$ cat config.mk
export PLATFORM = sky130hd
export DESIGN_NAME = reg_scoreboard
export DESIGN_NICKNAME = d
export VERILOG_FILES = /design/src/rtl/sb_pkg.sv /design/src/rtl/sb_counter.sv /design/src/rtl/reg_scoreboard.sv
export SDC_FILE = /design/constraint.sdc
export NUM_CORES = 1
export LEC_CHECK = 0
export ABC_CLOCK_PERIOD_IN_PS = 7400
export CORE_UTILIZATION = 55
export DETAILED_ROUTE_END_ITERATION = 8
export GPL_TIMING_DRIVEN = 1
export PLACE_DENSITY = 0.77
export SETUP_SLACK_MARGIN = 0.05
export SLEW_MARGIN = 0
export SYNTH_ARGS = -nofsm -noshare
export SYNTH_HDL_FRONTEND = slang
export SYNTH_HIERARCHICAL = 1
export SYNTH_SLANG_ARGS = --single-unit
export TNS_END_PERCENT = 100
$ cat constraint.sdc
create_clock -name clk -period 7.4 [get_ports clk]
set_clock_uncertainty 0.05 [all_clocks]
set_input_delay 1.48 -clock clk [delete_from_list [all_inputs] [get_ports clk]]
set_output_delay 1.48 -clock clk [all_outputs]
set_load 0.01 [all_outputs]
$ cat src/rtl/sb_pkg.sv
// sb_pkg: shared defaults, counter type and writeback-match helper for the register scoreboard
package sb_pkg;
    localparam int DEF_NREG = 8;
    localparam int DEF_NWB  = 2;
    localparam int DEF_CNTW = 2;
    localparam int MAX_NWB  = 8;
    localparam int MAX_ADRW = 8;

    typedef logic [DEF_CNTW-1:0] cnt_t;

    // Ports are packed at a runtime stride of adrw bits inside a max-sized vector.
    function automatic logic [3:0] popcount_match(
        input logic [MAX_NWB-1:0]          valid,
        input logic [MAX_NWB*MAX_ADRW-1:0] adr_vec,
        input int                          adrw,
        input logic [MAX_ADRW-1:0]         r
    );
        logic [MAX_NWB*MAX_ADRW-1:0] sh;
        logic [MAX_ADRW-1:0]         mask;
        popcount_match = '0;
        mask = MAX_ADRW'((32'd1 << adrw) - 32'd1);
        for (int k = 0; k < MAX_NWB; k++) begin
            sh = adr_vec >> (k * adrw);
            if (valid[k] && ((sh[MAX_ADRW-1:0] & mask) == r))
                popcount_match = popcount_match + 4'd1;
        end
    endfunction
endpackage

$ cat src/rtl/sb_counter.sv
// sb_counter: outstanding-write counter for one architectural register
module sb_counter #(
    parameter int CNTW = 2
) (
    input  logic            clk,
    input  logic            reset_n,
    input  logic            inc,
    input  logic [CNTW+1:0] dec,
    input  logic            flush,
    output logic [CNTW-1:0] count,
    output logic            busy,
    output logic            underflow
);
    logic [CNTW+1:0] sum;
    logic [CNTW+1:0] diff;

    assign sum       = {2'b00, count} + {{(CNTW+1){1'b0}}, inc};
    assign diff      = sum - dec;
    assign underflow = ~flush & (sum < dec);
    assign busy      = count != '0;

    always_ff @(posedge clk) begin
        if (!reset_n)
            count <= '0;
        else
            count <= (flush || sum < dec) ? '0 : diff[CNTW-1:0];
    end
endmodule

$ cat src/rtl/reg_scoreboard.sv
// reg_scoreboard: per-register outstanding-write tracking with issue hazard/ack decision
module reg_scoreboard
    import sb_pkg::*;
#(
    parameter int NREG   = DEF_NREG,
    parameter int ADRW   = $clog2(NREG),
    parameter int NWB    = DEF_NWB,
    parameter int CNTW   = DEF_CNTW,
    parameter int BYPASS = 1
) (
    input  logic              clk,
    input  logic              reset_n,
    input  logic              issue_req,
    input  logic              issue_wr,
    input  logic [ADRW-1:0]   issue_dst,
    input  logic [1:0]        issue_rs_en,
    input  logic [ADRW-1:0]   issue_rs,
    input  logic [ADRW-1:0]   issue_rt,
    output logic              issue_ack,
    output logic              stall,
    input  logic [NWB-1:0]    wb_valid,
    input  logic [NWB*ADRW-1:0] wb_adr,
    input  logic              flush,
    output logic [NREG-1:0]   register_invalid,
    output logic              err_underflow
);
    logic [CNTW-1:0] cnt [NREG];
    logic [CNTW+1:0] dec [NREG];
    logic [NREG-1:0] inc;
    logic [NREG-1:0] uf;
    logic            rs_busy;
    logic            rt_busy;
    logic            hazard;

    for (genvar r = 0; r < NREG; r++) begin : g_reg
        assign dec[r] = (CNTW+2)'(popcount_match(MAX_NWB'(wb_valid),
                                                  (MAX_NWB*MAX_ADRW)'(wb_adr),
                                                  ADRW, MAX_ADRW'(r)));
        assign inc[r] = issue_ack & issue_wr & (issue_dst == ADRW'(r));
        sb_counter #(.CNTW(CNTW)) u_cnt (
            .clk       (clk),
            .reset_n   (reset_n),
            .inc       (inc[r]),
            .dec       (dec[r]),
            .flush     (flush),
            .count     (cnt[r]),
            .busy      (register_invalid[r]),
            .underflow (uf[r])
        );
    end

    // With bypass, a source whose outstanding writes all retire this cycle is free.
    assign rs_busy   = (BYPASS != 0) ? ({2'b00, cnt[issue_rs]} != dec[issue_rs]) : (cnt[issue_rs] != '0);
    assign rt_busy   = (BYPASS != 0) ? ({2'b00, cnt[issue_rt]} != dec[issue_rt]) : (cnt[issue_rt] != '0);
    assign hazard    = (issue_rs_en[0] & rs_busy) | (issue_rs_en[1] & rt_busy) | (issue_wr & (cnt[issue_dst] == '1));
    assign issue_ack = issue_req & ~hazard & ~flush;
    assign stall     = issue_req & ~issue_ack;

    always_ff @(posedge clk) begin
        if (!reset_n)
            err_underflow <= 1'b0;
        else if (|uf)
            err_underflow <= 1'b1;
    end
endmodule
; ---- Word-level counts from Yosys, hierarchy flattened
; Cells that the tools add are included.
[word_totals]
register_bits = 17
out_inout_bits = 11
elab_cells = 175
[op_classes]
addsub = 24
n_lt_le_gt_ge = 11
eq_ne = 24
mux = 31
n_bitwise = 32
reduce_logical = 44
[op_table]
columns = op, count
row1 = 3-bit equality test (second input constant), 12
row2 = 2-bit two-way mux, 14
row3 = 2-bit by 1-bit adder with 3-bit output, 8
row4 = 4-bit binary-select mux with 3-bit select, 2
row5 = 3-bit by 2-bit < comparator with 1-bit output, 8
row6 = 1-bit AND, 23
row7 = 2-bit binary-select mux with 3-bit select, 3
row8 = 3-bit by 2-bit equality test with 1-bit output (second input constant), 6
row9 = 1-bit by 1-bit adder with 2-bit output (second input constant), 8
row10 = 1-bit logical AND, 16
row11 = 8-bit logical NOT, 2
row12 = 4-bit two-way mux, 4
row13 = 2-bit nonzero test, 8
row14 = 2-bit OR reduction, 8
row15 = 2-bit subtractor, 8
row16 = 4-bit >= comparator (second input constant), 3
row17 = 3-bit inverter with 4-bit output, 3
row18 = 3-bit by 1-bit equality test with 1-bit output (second input constant), 3
row19 = 1-bit logical OR, 8
row20 = 1-bit two-way mux, 8
row21 = 2-bit by 4-bit inequality test with 1-bit output, 2
row22 = 8-bit OR reduction, 1
row23 = 1-bit inverter, 4
row24 = 3-bit logical NOT, 1
row25 = 2 further kinds, 3

; ---- Depth between registers and ports, before layout
; Gate-level depths: netlist (run 1).
[depth]
word_depth = 21
depth_mapped = 18
mapped_depth_nobuf = 17

; ---- Modules after synthesis
; The synthesis (run 1) kept the hierarchy.
[modules_own_cells]
columns = mod, n_inst, cells_each, area_per_inst_um2
row1 = sb_counter, 8, 17, 191.4
row2 = reg_scoreboard, 1, 108, 989.7

; ---- Worst setup path before layout (run 1)
; Ideal clock, no wire load.
[synth_path]
path_type = input to register
start = input port wb_adr[2]
end = register err_underflow
setup_ns = 0.074
t_arrival_ns = 4.811
t_required_ns = 7.276
setup_slack_ns = 2.464
stages = 17
cell_sequence = nand2b_1 -> nor3_1 -> ha_1 -> mux4_2 -> xor2_1 -> o31ai_4 -> o2111ai_4 -> nor4_1 -> ha_1 -> inv_1 -> ha_1 -> inv_1 -> fa_1 -> a21oi_2 -> o21ba_2 -> nor3_1 -> a31oi_1
[synth_lines]
columns = element, line
row1 = "start, declared", reg_scoreboard.sv:22  ; input logic [NWB*ADRW-1:0] wb_adr,
row2 = "end signal, assigned", reg_scoreboard.sv:61  ; err_underflow <= 1'b0;
row3 = "end signal, assigned", reg_scoreboard.sv:63  ; err_underflow <= 1'b1;
row4 = "end, declared", reg_scoreboard.sv:25  ; output logic err_underflow

==> results of run 1 <==
-- flip-flops by register name, summed over array words and instances (netlist names) --
name           count
g.u_cnt/count     16
err_underflow      1
-- routing by layer --
metal | track usage (%) | vias up
met5 | 0 | -
met4 | 6.44 | 0
met3 | 2.18 | 8
met2 | 39.8 | 48
met1 | 34.1 | 902
li1 | - | 981
-- placed cells by master (no fill, tap or decap), types with 2 or more instances in the layout --
cell / netlist / final
o21ba_2: 8 / 8
o21ai_0: 2 / 2
nor3_1: 5 / 5
nand3_1: 6 / 6
xnor2_1: 7 / 7
nor2_1: 14 / 14
conb_1: 1 / 32
mux4_1: 3 / 3
nor4_2: 8 / 8
o2111ai_1: 2 / 2
nor4_1: 9 / 9
o211ai_1: 2 / 2
fa_1: 8 / 8
clkdlybuf4s50_1: 0 / 34
nand2b_4: 8 / 8
dfxtp_1: 17 / 17
xor2_1: 6 / 6
nand2b_1: 6 / 6
inv_1: 34 / 34
nor4b_2: 8 / 8
clkbuf_8: 1 / 3
a21oi_2: 8 / 8
ha_1: 40 / 40
or2_2: 8 / 8
nand3b_1: 2 / 2
mux4_2: 10 / 10
nand2_1: 8 / 8
-- power breakdown --
group          internal [mW]  leakage (nW)  switching (mW)
Combinational         0.0438          1.14          0.0433
Clock                 0.0375        0.0255          0.0368
Sequential            0.0923         0.137        0.000971
Total                  0.174          1.30          0.0811
-- cell type report --
cell class              count  area, sq um
fillers                   338         1350
repair buffers             34          340
flip-flops and latches     17          340
multi-input cells         218         2110
well taps                  52         65.1
clock inverters             1         5.00
inverters                  34          128
clock buffers               3         41.3
-- stage by stage --
step                      area (sq um)  util, %
final                             3030     69.2
after global routing              3030     69.2
after CTS                         3030     69.2
after detailed placement          2990     68.1
after global placement            2990     68.1
after floorplan                   2640        -
-- worst paths after layout --
path | end | cells after the start | slack, ns
max | stall | 10 | 1.34
min | err_underflow$_SDFFE_PN0P_ | 2 | 0.51
max reg2reg | err_underflow$_SDFFE_PN0P_ | 14 | 3.68
min reg2reg | err_underflow$_SDFFE_PN0P_ | 2 | 0.51
-- cells by family (layout without fill, tap and decap cells) --
logic type | after synthesis | after routing | synth area share, %
AOI/OAI and AO/OA | 27 | 27 | 10.5
and+or+nand+nor | 85 | 85 | 25.8
adders and majority gates | 48 | 48 | 26.2
muxes | 13 | 13 | 12.1
buffers and inverters | 40 | 72 | 7.29
other | 1 | 32 | 0.149
DFF | 17 | 17 | 13.5
xor gates and xnor gates | 13 | 13 | 4.52
-- tightest hold or removal path: stages, from the launching register on --
cell and delay, ns:
dfxtp_1 0.33, nor3_1 0.06, a31oi_1 0.14
==> results by group, run 1 <==
Outcome
  • Status: completed

Placement
  • Routability Congestion: 0.864
  • Pre-CTS setup slack: 1.39 ns
  • Cells after DPL: ~360
  • Dpl hpwl: between 4000 and 5000 microns
  • Port-buffer cells: 34

Clock tree
  • Post_cts resized: 0
  • CTS tree: built
  • CTS H-Tree Depth: 1
  • Clock Pin Slew Worst Setup and Hold Paths: ~0.080 ns
  • Hold-fix buffers, CTS: 0
  • Max clock buf depth: 2
  • Setup Buffers After CTS: 0
  • CTS root buf: clkbuf_8
  • TritonCTS buffer count: 3
  • Clk_lat worst skew: 0.26 ns
  • Clock Sink Count: 17

STA
  • Post-Route Setup TNS: 0 ns
  • Max Clk Rate: around 170 MHz
  • Worst hold slack: 0.511 ns
  • Final Max Tran Viols: 0
  • Final setup violation count: 0
  • Final Hold Vio Count: 0
  • Minimum clock period: 6.06 ns
  • RSZ-0062 raised after global routing: no
  • Post-route clock period utilization: 81.9%
  • Final WS setup: 1.34 ns
  • Slew @ Worst Pin: 0.971 ns
  • Slew headroom: 35.1%

Routing
  • WL per Instance: 14.9 microns
  • Detailed Routing Iterations Pass 1: 4
  • Metal1 wirelength: roughly 2700 microns
  • Starting DRT DRC Count: between 50 and 60
  • Vias: 1,939
  • Via density: 5.40
  • Detailed-route DRC error count: 0
  • Post-DRT Antenna Nets: 0
  • Met2 wire length: 2420 microns
  • Top sig layer: met4
  • Post-Route WL: 5350 microns
  • Met3 wire len: 200 microns

Logic synthesis
  • Netlist cell types: 37
  • Area contributors post-synth: ha_1 20%, dfxtp_1 13%, mux4_2 8.9%, fa_1 6.4%, inv_1 5.1%
  • Post-synthesis sequential area ratio: 13.5%
  • Synth Warn #: 6
  • Syn Inst Count: 244
  • Yosys top cell area share: 19.9%
  • Yosys top cell by area: ha_1
  • Syn Area/Cell: 10.3 sq um
  • Most common library cells after synthesis: 40 x ha_1, 34 x inv_1, 17 x dfxtp_1, 14 x nor2_1, 10 x mux4_2
  • Synthesis-stage register bit count: 17
  • Cell area after synthesis: between 2000 and 3000 sq um
  • EDFF count, synth: 0
  • Top FF cell, synth: dfxtp_1
  • Top-count cell post-synth: ha_1
  • Ys async rst share: 0%

Power and ir drop
  • PD cells: 84.0 nW/um^2
  • Tot Pwr: 0.255 mW
  • VDD IR max: 48.5 uV
  • Leak: between 1 and 1.5 nW

Worst setup path
  • Startpoint types: input pin
  • Reg2Reg Launch Point: g_reg[0].u_cnt/count[1]$_SDFF_PP0_
  • Critical Path Fanout Max: 10
  • CP required: 5.87 ns
  • Critical-path top delay cell: clkdlybuf4s50_1
  • Crit path capture type: primary output
  • CP Class: in -> out
  • Critical path's most frequent cell: clkdlybuf4s50_1
  • Top delay family on crit path: buffers and inverters
  • Critical Path AT: 4.53 ns
  • Setup crit start: wb_adr[5]
  • Crit path cell chain: clkdlybuf4s50_1 > nand2b_1 > nor3_1 > ha_1 > mux4_2 > xor2_1 > o31ai_4 > o2111ai_4 > o21a_1 > clkdlybuf4s50_1
  • WP buf/inv: 2
  • CP max stage delay: 0.54 ns

GRT
  • First-pass GRT wire length: 9270 microns
  • Gr usage total: approximately a quarter
  • Grt ovf: 0
  • Initial antenna violation count: 0
  • Vias in the first global route: approximately 2,000
  • Pin count of the biggest net entering global routing: 18

Floorplan
  • Total Die Area: slightly below 5000 sq um
  • # rows: 24
  • Chip Width: 69.7 microns
  • # IOs: 35
  • Die height: 69.7 microns
  • Core area: 4380 sq um
  • Starting density of the core: 57.5%

Finish
  • Share of layout cells above drive strength 1: 21.5%
  • Cell Count, Final, Fillers Out: approximately 360
  • Final nets: 380
  • Area growth syn-to-layout: 20.3%
  • Ant diodes: 0

Run
  • Maxcap violations: 0

Worst hold path
  • Worst Hold Class: reg -> reg
  • Hold Path Origin: err_underflow$_SDFFE_PN0P_
(Power assumes the default switching activity.)
==> run 2, diff against run 1 <==
--- a/config.mk
+++ b/config.mk
@@ -5,11 +5,11 @@
 export SDC_FILE = /design/constraint.sdc
 export NUM_CORES = 1
 export LEC_CHECK = 0
-export ABC_CLOCK_PERIOD_IN_PS = 7400
-export CORE_UTILIZATION = 55
+export ABC_CLOCK_PERIOD_IN_PS = 5500
+export CORE_UTILIZATION = 51
 export DETAILED_ROUTE_END_ITERATION = 8
 export GPL_TIMING_DRIVEN = 1
-export PLACE_DENSITY = 0.77
+export PLACE_DENSITY = 0.75
 export SETUP_SLACK_MARGIN = 0.05
 export SLEW_MARGIN = 0
 export SYNTH_ARGS = -nofsm -noshare
==> constraint.sdc (replaced) <==
create_clock -name clk -period 5.5 [get_ports clk]
set_clock_uncertainty 0.05 [all_clocks]
set_input_delay 1.1 -clock clk [delete_from_list [all_inputs] [get_ports clk]]
set_output_delay 1.1 -clock clk [all_outputs]
set_load 0.01 [all_outputs]
==> results by group, run 2 (synthesized netlist as in run 1, its figures left out) <==
GRT
  • Pin count of the biggest net entering global routing: 18 (unchanged)
  • Gr usage total: 24.3% (was 24.2%)
  • First-pass GRT wire length: 9570 microns (was 9270 microns)
  • Initial antenna violation count: 0 (unchanged)
  • Vias in the first global route: 2,060 (was 2,003)
  • Grt ovf: 0 (unchanged)

Clock tree
  • CTS H-Tree Depth: 1 (unchanged)
  • Clock Sink Count: 17 (unchanged)
  • CTS tree: built (unchanged)
  • Clk_lat worst skew: 0.26 ns (about the same)
  • Max clock buf depth: 2 (unchanged)
  • Clock Pin Slew Worst Setup and Hold Paths: 0.07 ns (was 0.08 ns)
  • CTS root buf: clkbuf_8 (unchanged)
  • TritonCTS buffer count: 3 (unchanged)

Floorplan
  • Core area: 4750 sq um (was 4380 sq um)
  • Total Die Area: 5230 sq um (was 4860 sq um)
  • Die height: 72.3 microns (was 69.7 microns)
  • Chip Width: 72.3 microns (was 69.7 microns)
  • # rows: 25 (was 24)
  • # IOs: 35 (unchanged)
  • Starting density of the core: 53.0% (was 57.5%)

Worst setup path
  • Crit path cell chain: clkdlybuf4s50_1 > nand2b_1 > nor3_1 > ha_1 > mux4_2 > xor2_1 > o31ai_4 > o2111ai_4 > nor2_1 > clkdlybuf4s50_1 (was clkdlybuf4s50_1 > nand2b_1 > nor3_1 > ha_1 > mux4_2 > xor2_1 > o31ai_4 > o2111ai_4 > o21a_1 > clkdlybuf4s50_1)
  • Critical Path AT: 4.15 ns (was 4.53 ns)
  • CP max stage delay: 0.56 ns (was 0.54 ns)
  • CP required: 4.35 ns (was 5.87 ns)
  • Startpoint types: input pin (unchanged)
  • Critical path's most frequent cell: clkdlybuf4s50_1 (unchanged)
  • WP buf/inv: 2 (unchanged)
  • Crit path capture type: primary output (unchanged)
  • Critical Path Fanout Max: 5 (was 10)
  • Critical-path top delay cell: clkdlybuf4s50_1 (unchanged)
  • CP Class: in -> out (unchanged)
  • Top delay family on crit path: buffers and inverters (unchanged)

Routing
  • WL per Instance: 15.9 microns (was 14.9 microns)
  • Detailed-route DRC error count: 0 (unchanged)
  • Post-Route WL: 6070 microns (was 5350 microns)
  • Vias: 2,013 (was 1,939)
  • Detailed Routing Iterations Pass 1: 4 (unchanged)
  • Via density: 5.28 (was 5.40)
  • Post-DRT Antenna Nets: 0 (unchanged)
  • Starting DRT DRC Count: 142 (was 58)

Worst hold path
  • Worst Hold Class: reg -> reg (unchanged)

Finish
  • Cell Count, Final, Fillers Out: 381 (was 359)
  • Ant diodes: 0 (unchanged)
  • Final core utilization: 65.8% (was 69.2%)
  • Share of layout cells above drive strength 1: 23.9% (was 21.5%)
  • Area growth syn-to-layout: 24.1% (was 20.3%)
  • Biggest regs: g.u_cnt/count: 16 flops, err_underflow: 1 flops (unchanged)
  • Max reg flops: 16 (unchanged)
  • Layout fillers: 388 (was 338)
  • Final nets: 387 (was 380)
  • Largest Register: g.u_cnt/count (unchanged)
  • Commonest non-fill, non-tap cell in the layout: ha_1 (unchanged)
  • Most frequent cells in the layout: 40 x ha_1, 34 x inv_1, 34 x clkdlybuf4s50_1 (unchanged)

Power and ir drop
  • VDD IR max: 59.7 uV (was 48.5 uV)
  • PD cells: 112 nW/um^2 (was 84.0 nW/um^2)
  • Leak: 1.33 nW (was 1.30 nW)

STA
  • Max Clk Rate: approximately 190 MHz
  • Final Max Tran Viols: 0 (unchanged)
  • Final setup violation count: 0 (unchanged)
  • Slew @ Worst Pin: 0.980 ns (was 0.971 ns)
  • Slew headroom: 34.5% (was 35.1%)
  • Post-route clock period utilization: 96.4%
  • RSZ-0062 raised after global routing: yes (was no)
  • Final Hold Vio Count: 0 (unchanged)
  • Minimum clock period: 5.30 ns
  • Post-Route Setup TNS: 0 ns (unchanged)

Placement
  • Cells after DPL: 376 (was 355)
  • Routability Congestion: 0.899 (was 0.864)
  • Port-buffer cells: 34 (unchanged)
  • Dpl hpwl: 4960 microns (was 4470 microns)

Outcome
  • Status: completed (unchanged)

Run
  • Maxcap violations: 0 (unchanged)
-- run 2: cell types whose count changed in the layout (fill, tap and decap cells not counted), sizes merged --
| cell | delta |
|---|---|
| buf | +6 |
| clkinv | -1 |
| clkbuf | +1 |
| o2111ai | +1 |
-- run 2: stage by stage --
stage / total power, mW / setup WS [ns] / area (sq um) / hold slack (ns)
final: 0.351 / 0.198 / 3130 / 0.565
after global routing: 0.370 / 0.0429 / 3130 / 0.639
after CTS: 0.350 / 0.0933 / 3100 / 0.572
after detailed placement: 0.251 / 0.0609 / 3050 / 0.558
after global placement: 0.249 / 0.125 / 3050 / 0.542
after floorplan: 0.206 / 0.944 / 2640 / 0.538
-- run 2: repair_timing --
action / CTS / global route
setup buffers: 0 / 0
gates resized for setup: 0 / 3
hold buffers: 0 / 0
setup endpoints to repair: 0 / 2
-- run 2: area by class of cell --
cell class	count	area [sq um]	share of cell area [%]
multi-input combinational	219	2150	68.6
timing repair buffer	40	385	12.3
sequential	17	340	10.9
inverter	34	128	4.08
tap	67	83.8	2.68
clock buffer	4	45.0	1.44
-- run 2: worst paths after layout --
path	cells past startpoint	slack, ns	startpoint	to
hold reg to reg	2	0.57	err_underflow$_SDFFE_PN0P_	err_underflow$_SDFFE_PN0P_
setup / recovery	10	0.20	wb_adr[5]	issue_ack
hold / removal	2	0.57	err_underflow$_SDFFE_PN0P_	err_underflow$_SDFFE_PN0P_
setup reg to reg	14	1.90	g_reg[2].u_cnt/count[1]$_SDFF_PP0_	err_underflow$_SDFFE_PN0P_
-- run 2: metal layers --
layer / GRT usage (%) / wire [microns] / part of all wire (%) / vias up
li1: - / - / - / 995
met1: 33.6 / 2840 / 47 / 940
met2: 41.5 / 2910 / 48 / 72
met3: 1.67 / 272 / 4.5 / 6
met4: 5.66 / 48 / 0.79 / 0
met5: 0 / 0 / 0 / -
-- run 2: worst register-to-register path, cell delays in order (launching register included) --
cell,delay (ns)
dfxtp_1,0.36
xor2_1,0.17
mux4_1,0.55
o31ai_4,0.28
o2111ai_2,0.26
nor4_1,0.40
ha_1,0.29
inv_1,0.06
ha_1,0.14
inv_1,0.05
fa_1,0.38
a21oi_2,0.22
o21ba_2,0.15
nor4_1,0.04
a31oi_1,0.14
-- run 2: power by group --
group          switching (mW)  leakage, nW  total [mW]  internal (mW)
Clock                  0.0471       0.0228      0.0987         0.0516
Sequential            0.00158        0.137       0.126          0.124
Combinational          0.0631         1.17       0.126         0.0632
==> run 3, diff against run 2 <==
--- a/config.mk
+++ b/config.mk
@@ -6,14 +6,13 @@
 export NUM_CORES = 1
 export LEC_CHECK = 0
 export ABC_CLOCK_PERIOD_IN_PS = 5500
-export CORE_UTILIZATION = 51
+export CORE_UTILIZATION = 49
 export DETAILED_ROUTE_END_ITERATION = 8
 export GPL_TIMING_DRIVEN = 1
-export PLACE_DENSITY = 0.75
+export PLACE_DENSITY = 0.74
 export SETUP_SLACK_MARGIN = 0.05
 export SLEW_MARGIN = 0
 export SYNTH_ARGS = -nofsm -noshare
 export SYNTH_HDL_FRONTEND = slang
-export SYNTH_HIERARCHICAL = 1
 export SYNTH_SLANG_ARGS = --single-unit
 export TNS_END_PERCENT = 100
==> results by group, run 3 <==
Logic synthesis
  • Most common library cells after synthesis: 32 x ha_1, 27 x inv_1, 19 x nor3_1, 17 x dfxtp_1 (was 40 x ha_1, 34 x inv_1, 17 x dfxtp_1, 14 x nor2_1, 10 x mux4_2)
  • Cell area after synthesis: 2180 sq um (was 2520 sq um)
  • EDFF count, synth: 0 (unchanged)
  • Yosys top cell area share: 18.3% (was 19.9%)
  • Synthesis-stage register bit count: 17 (unchanged)
  • Syn nets: just under 300
  • Top FF cell, synth: dfxtp_1 (unchanged)
  • Top-count cell post-synth: ha_1 (unchanged)
  • Syn Area/Cell: 9.41 sq um (was 10.3 sq um)
  • Netlist cell types: 31 (was 37)
  • Yosys top cell by area: ha_1 (unchanged)
  • Ys async rst share: 0% (unchanged)
  • Post-synthesis sequential area ratio: 15.6% (was 13.5%)
  • Syn Inst Count: 232 (was 244)
  • Area contributors post-synth: ha_1 18%, dfxtp_1 16%, mux4_2 10%, fa_1 7.3%, xnor2_1 5.6% (was ha_1 20%, dfxtp_1 13%, mux4_2 8.9%, fa_1 6.4%, inv_1 5.1%)
  • Synth Warn #: 0 (was 6)

Finish
  • Largest Register: g.u_cnt.count (was g.u_cnt/count)
  • Biggest regs: g.u_cnt.count: 16 flops, err_underflow: 1 flops (was g.u_cnt/count: 16 flops, err_underflow: 1 flops)
  • Commonest non-fill, non-tap cell in the layout: buf_4 (was ha_1)
  • FF/Latch Area: 340 sq um (unchanged)
  • Max reg flops: 16 (unchanged)
  • Area growth syn-to-layout: 39.3% (was 24.1%)
  • Area of the multi-input gates: 1760 sq um (was 2150 sq um)
  • Final nets: 369 (was 387)
  • Share of layout cells above drive strength 1: 28.9% (was 23.9%)
  • Ant diodes: 0 (unchanged)
  • Final core utilization: 73.3% (was 65.8%)
  • Most frequent cells in the layout: 49 x buf_4, 28 x ha_1, 27 x inv_1 (was 40 x ha_1, 34 x inv_1, 34 x clkdlybuf4s50_1)
  • Cell Count, Final, Fillers Out: 354 (was 381)
  • Layout fillers: 286 (was 388)

Worst setup path
  • Startpoint types: input pin (unchanged)
  • CP max stage delay: 0.48 ns (was 0.56 ns)
  • Critical Path AT: 5.40 ns (was 4.15 ns)
  • Critical-path top delay cell: mux4_2 (was clkdlybuf4s50_1)
  • Top delay family on crit path: simple AND/OR/NAND/NOR gates (was buffers and inverters)
  • Crit path capture type: register (was primary output)
  • Critical Path Fanout Max: 5 (unchanged)
  • CP required: 5.61 ns (was 4.35 ns)
  • WP buf/inv: 4 (was 2)
  • CP Class: in -> reg (was in -> out)
  • Crit path cell chain: dlymetal6s2s_1 > nand2b_1 > nor2_1 > ha_1 > mux4_2 > xor2_1 > or3_1 > a311o_1 > buf_6 > nor4_2 > buf_4 > ha_1 > inv_1 > fa_1 > o31a_1 > nor4_2 > a21oi_1 > o21a_1 (was clkdlybuf4s50_1 > nand2b_1 > nor3_1 > ha_1 > mux4_2 > xor2_1 > o31ai_4 > o2111ai_4 > nor2_1 > clkdlybuf4s50_1)

STA
  • Minimum clock period: 5.30 ns (about the same)
  • Slew @ Worst Pin: 0.625 ns (was 0.980 ns)
  • RSZ-0062 raised after global routing: no (was yes)
  • Post-Route Setup TNS: 0 ns (unchanged)
  • Final Max Tran Viols: 0 (unchanged)
  • Slew headroom: 58.2% (was 34.5%)
  • Post-route clock period utilization: 96.3% (was 96.4%)
  • Max Clk Rate: 189 MHz (about the same)
  • Final setup violation count: 0 (unchanged)
  • Final WS setup: 0.202 ns (was 0.198 ns)
  • Final Hold Vio Count: 0 (unchanged)

GRT
  • Vias in the first global route: 1,880 (was 2,060)
  • Initial antenna violation count: 0 (unchanged)
  • Grt ovf: 0 (unchanged)
  • Pin count of the biggest net entering global routing: 17 (was 18)
  • Gr usage total: 25.8% (was 24.3%)
  • First-pass GRT wire length: 8800 microns (was 9570 microns)

Routing
  • Top sig layer: met4 (unchanged)
  • Metal1 wirelength: 2650 microns (was 2840 microns)
  • WL per Instance: 16.1 microns (was 15.9 microns)
  • Vias: 1,998 (was 2,013)
  • Met3 wire len: 380 microns (was 272 microns)
  • Post-Route WL: 5710 microns (was 6070 microns)
  • Starting DRT DRC Count: 110 (was 142)
  • Detailed Routing Iterations Pass 1: 4 (unchanged)
  • Post-DRT Antenna Nets: 0 (unchanged)
  • Detailed-route DRC error count: 0 (unchanged)
  • Via density: 5.64 (was 5.28)
  • Met2 wire length: 2590 microns (was 2910 microns)

Run
  • Maxcap violations: 0 (unchanged)

Floorplan
  • Starting density of the core: 52.7% (was 53.0%)
  • Chip Width: 68.7 microns (was 72.3 microns)
  • # IOs: 35 (unchanged)
  • Core area: 4140 sq um (was 4750 sq um)
  • Die height: 68.7 microns (was 72.3 microns)
  • # rows: 23 (was 25)
  • Total Die Area: 4720 sq um (was 5230 sq um)

Clock tree
  • CTS tree: built (unchanged)
  • CTS H-Tree Depth: 1 (unchanged)
  • Clk_lat worst skew: 0.26 ns (about the same)
  • Hold-fix buffers, CTS: 0 (unchanged)
  • Max clock buf depth: 2 (unchanged)
  • Clock Pin Slew Worst Setup and Hold Paths: 0.07 ns (about the same)
  • CTS root buf: clkbuf_8 (unchanged)
  • Clock Sink Count: 17 (unchanged)
  • TritonCTS buffer count: 3 (unchanged)

Placement
  • Cells after DPL: 346 (was 376)
  • Port-buffer cells: 34 (unchanged)
  • Dpl hpwl: 4400 microns (was 4960 microns)
  • Routability Congestion: 0.904 (was 0.899)
  • Pre-CTS setup slack: -0.502 ns (was 0.0609 ns)

Outcome
  • Status: completed (unchanged)

Power and ir drop
  • VDD IR max: 87.8 uV (was 59.7 uV)
  • Tot Pwr: 0.347 mW (was 0.351 mW)
  • Leak: 1.43 nW (was 1.33 nW)
  • PD cells: 114 nW/um^2 (was 112 nW/um^2)

Worst hold path
  • Worst Hold Class: reg -> reg (unchanged)
==> run 3: cell count changes in the layout (fill, tap and decap cells not counted), moves of 8 or more <==
cell             before  now
ha_1                 40   28
clkdlybuf4s50_1      34   24
nor3_1                4   17
nor4b_2               8    0
conb_1               32    0
o21ba_2               8    0
buf_4                 6   49
a21oi_2               8    0
==> run 3: power by group <==
group | switching [mW] | internal, mW | leakage [nW]
clock network | 0.0467 | 0.0516 | 0.0228
registers | 0.00345 | 0.126 | 0.138
logic | 0.0542 | 0.0657 | 1.27
==> run 3: per-layer routing <==
| layer | track usage [%] | vias to the layer above |
|---|---|---|
| li1 | - | 957 |
| met1 | 37.1 | 960 |
| met2 | 40.4 | 72 |
| met3 | 3.13 | 9 |
| met4 | 7.14 | 0 |
| met5 | 0 | - |
==> run 3: logic make-up after synthesis <==
| logic type | after synthesis | share of synthesized area (%) |
|---|---|---|
| AOI/OAI and AO/OA | 16 | 6.13 |
| adders and majority gates | 40 | 25.7 |
| and+or+nand+nor | 78 | 18.3 |
| buffers and inverters | 43 | 9.52 |
| muxes | 14 | 15.1 |
| xor gates and xnor gates | 24 | 9.63 |
| DFF | 17 | 15.6 |
==> run 3: what timing repair did <==
item | CTS | global route
setup buffers | 1 | 3
setup endpoints to repair | 3 | 2
gates resized for setup | 8 | 25
pin swaps | 1 | 9
==> run 3: stage by stage <==
step / hold slack [ns] / area, sq um
global placement: 0.412 / 2820
CTS: 0.444 / 2900
detailed placement: 0.420 / 2820
global route: 0.479 / 3040
finish: 0.430 / 3040
floorplan: 0.459 / 2180
==> run 3: layout make-up <==
class                      instances  area share [%]
timing repair buffer              84            24.0
multi-input combinational        172            57.9
tap                               50            2.06
clock buffer                       4            1.48
sequential                        17            11.2
inverter                          27            3.33
==> run 3: final timing paths <==
path | start | endpoint | slack (ns) | depth (start not counted)
setup reg to reg | g_reg[3].u_cnt.count[1]$_SDFF_PP0_ | err_underflow$_SDFFE_PN0P_ | 1.42 | 14
setup / recovery | wb_adr[4] | err_underflow$_SDFFE_PN0P_ | 0.20 | 18
hold reg to reg | err_underflow$_SDFFE_PN0P_ | err_underflow$_SDFFE_PN0P_ | 0.43 | 1
hold / removal | err_underflow$_SDFFE_PN0P_ | err_underflow$_SDFFE_PN0P_ | 0.43 | 1
==> run 3: worst reg2reg max path: cells and delay by family (launching register included) <==
family	cells	cell delay [ns]
AOI/OAI and AO/OA	4	0.99
xor gates and xnor gates	1	0.12
adders and majority gates	2	0.63
buffers and inverters	3	0.37
DFF	1	0.48
muxes	1	0.48
and+or+nand+nor	3	0.87
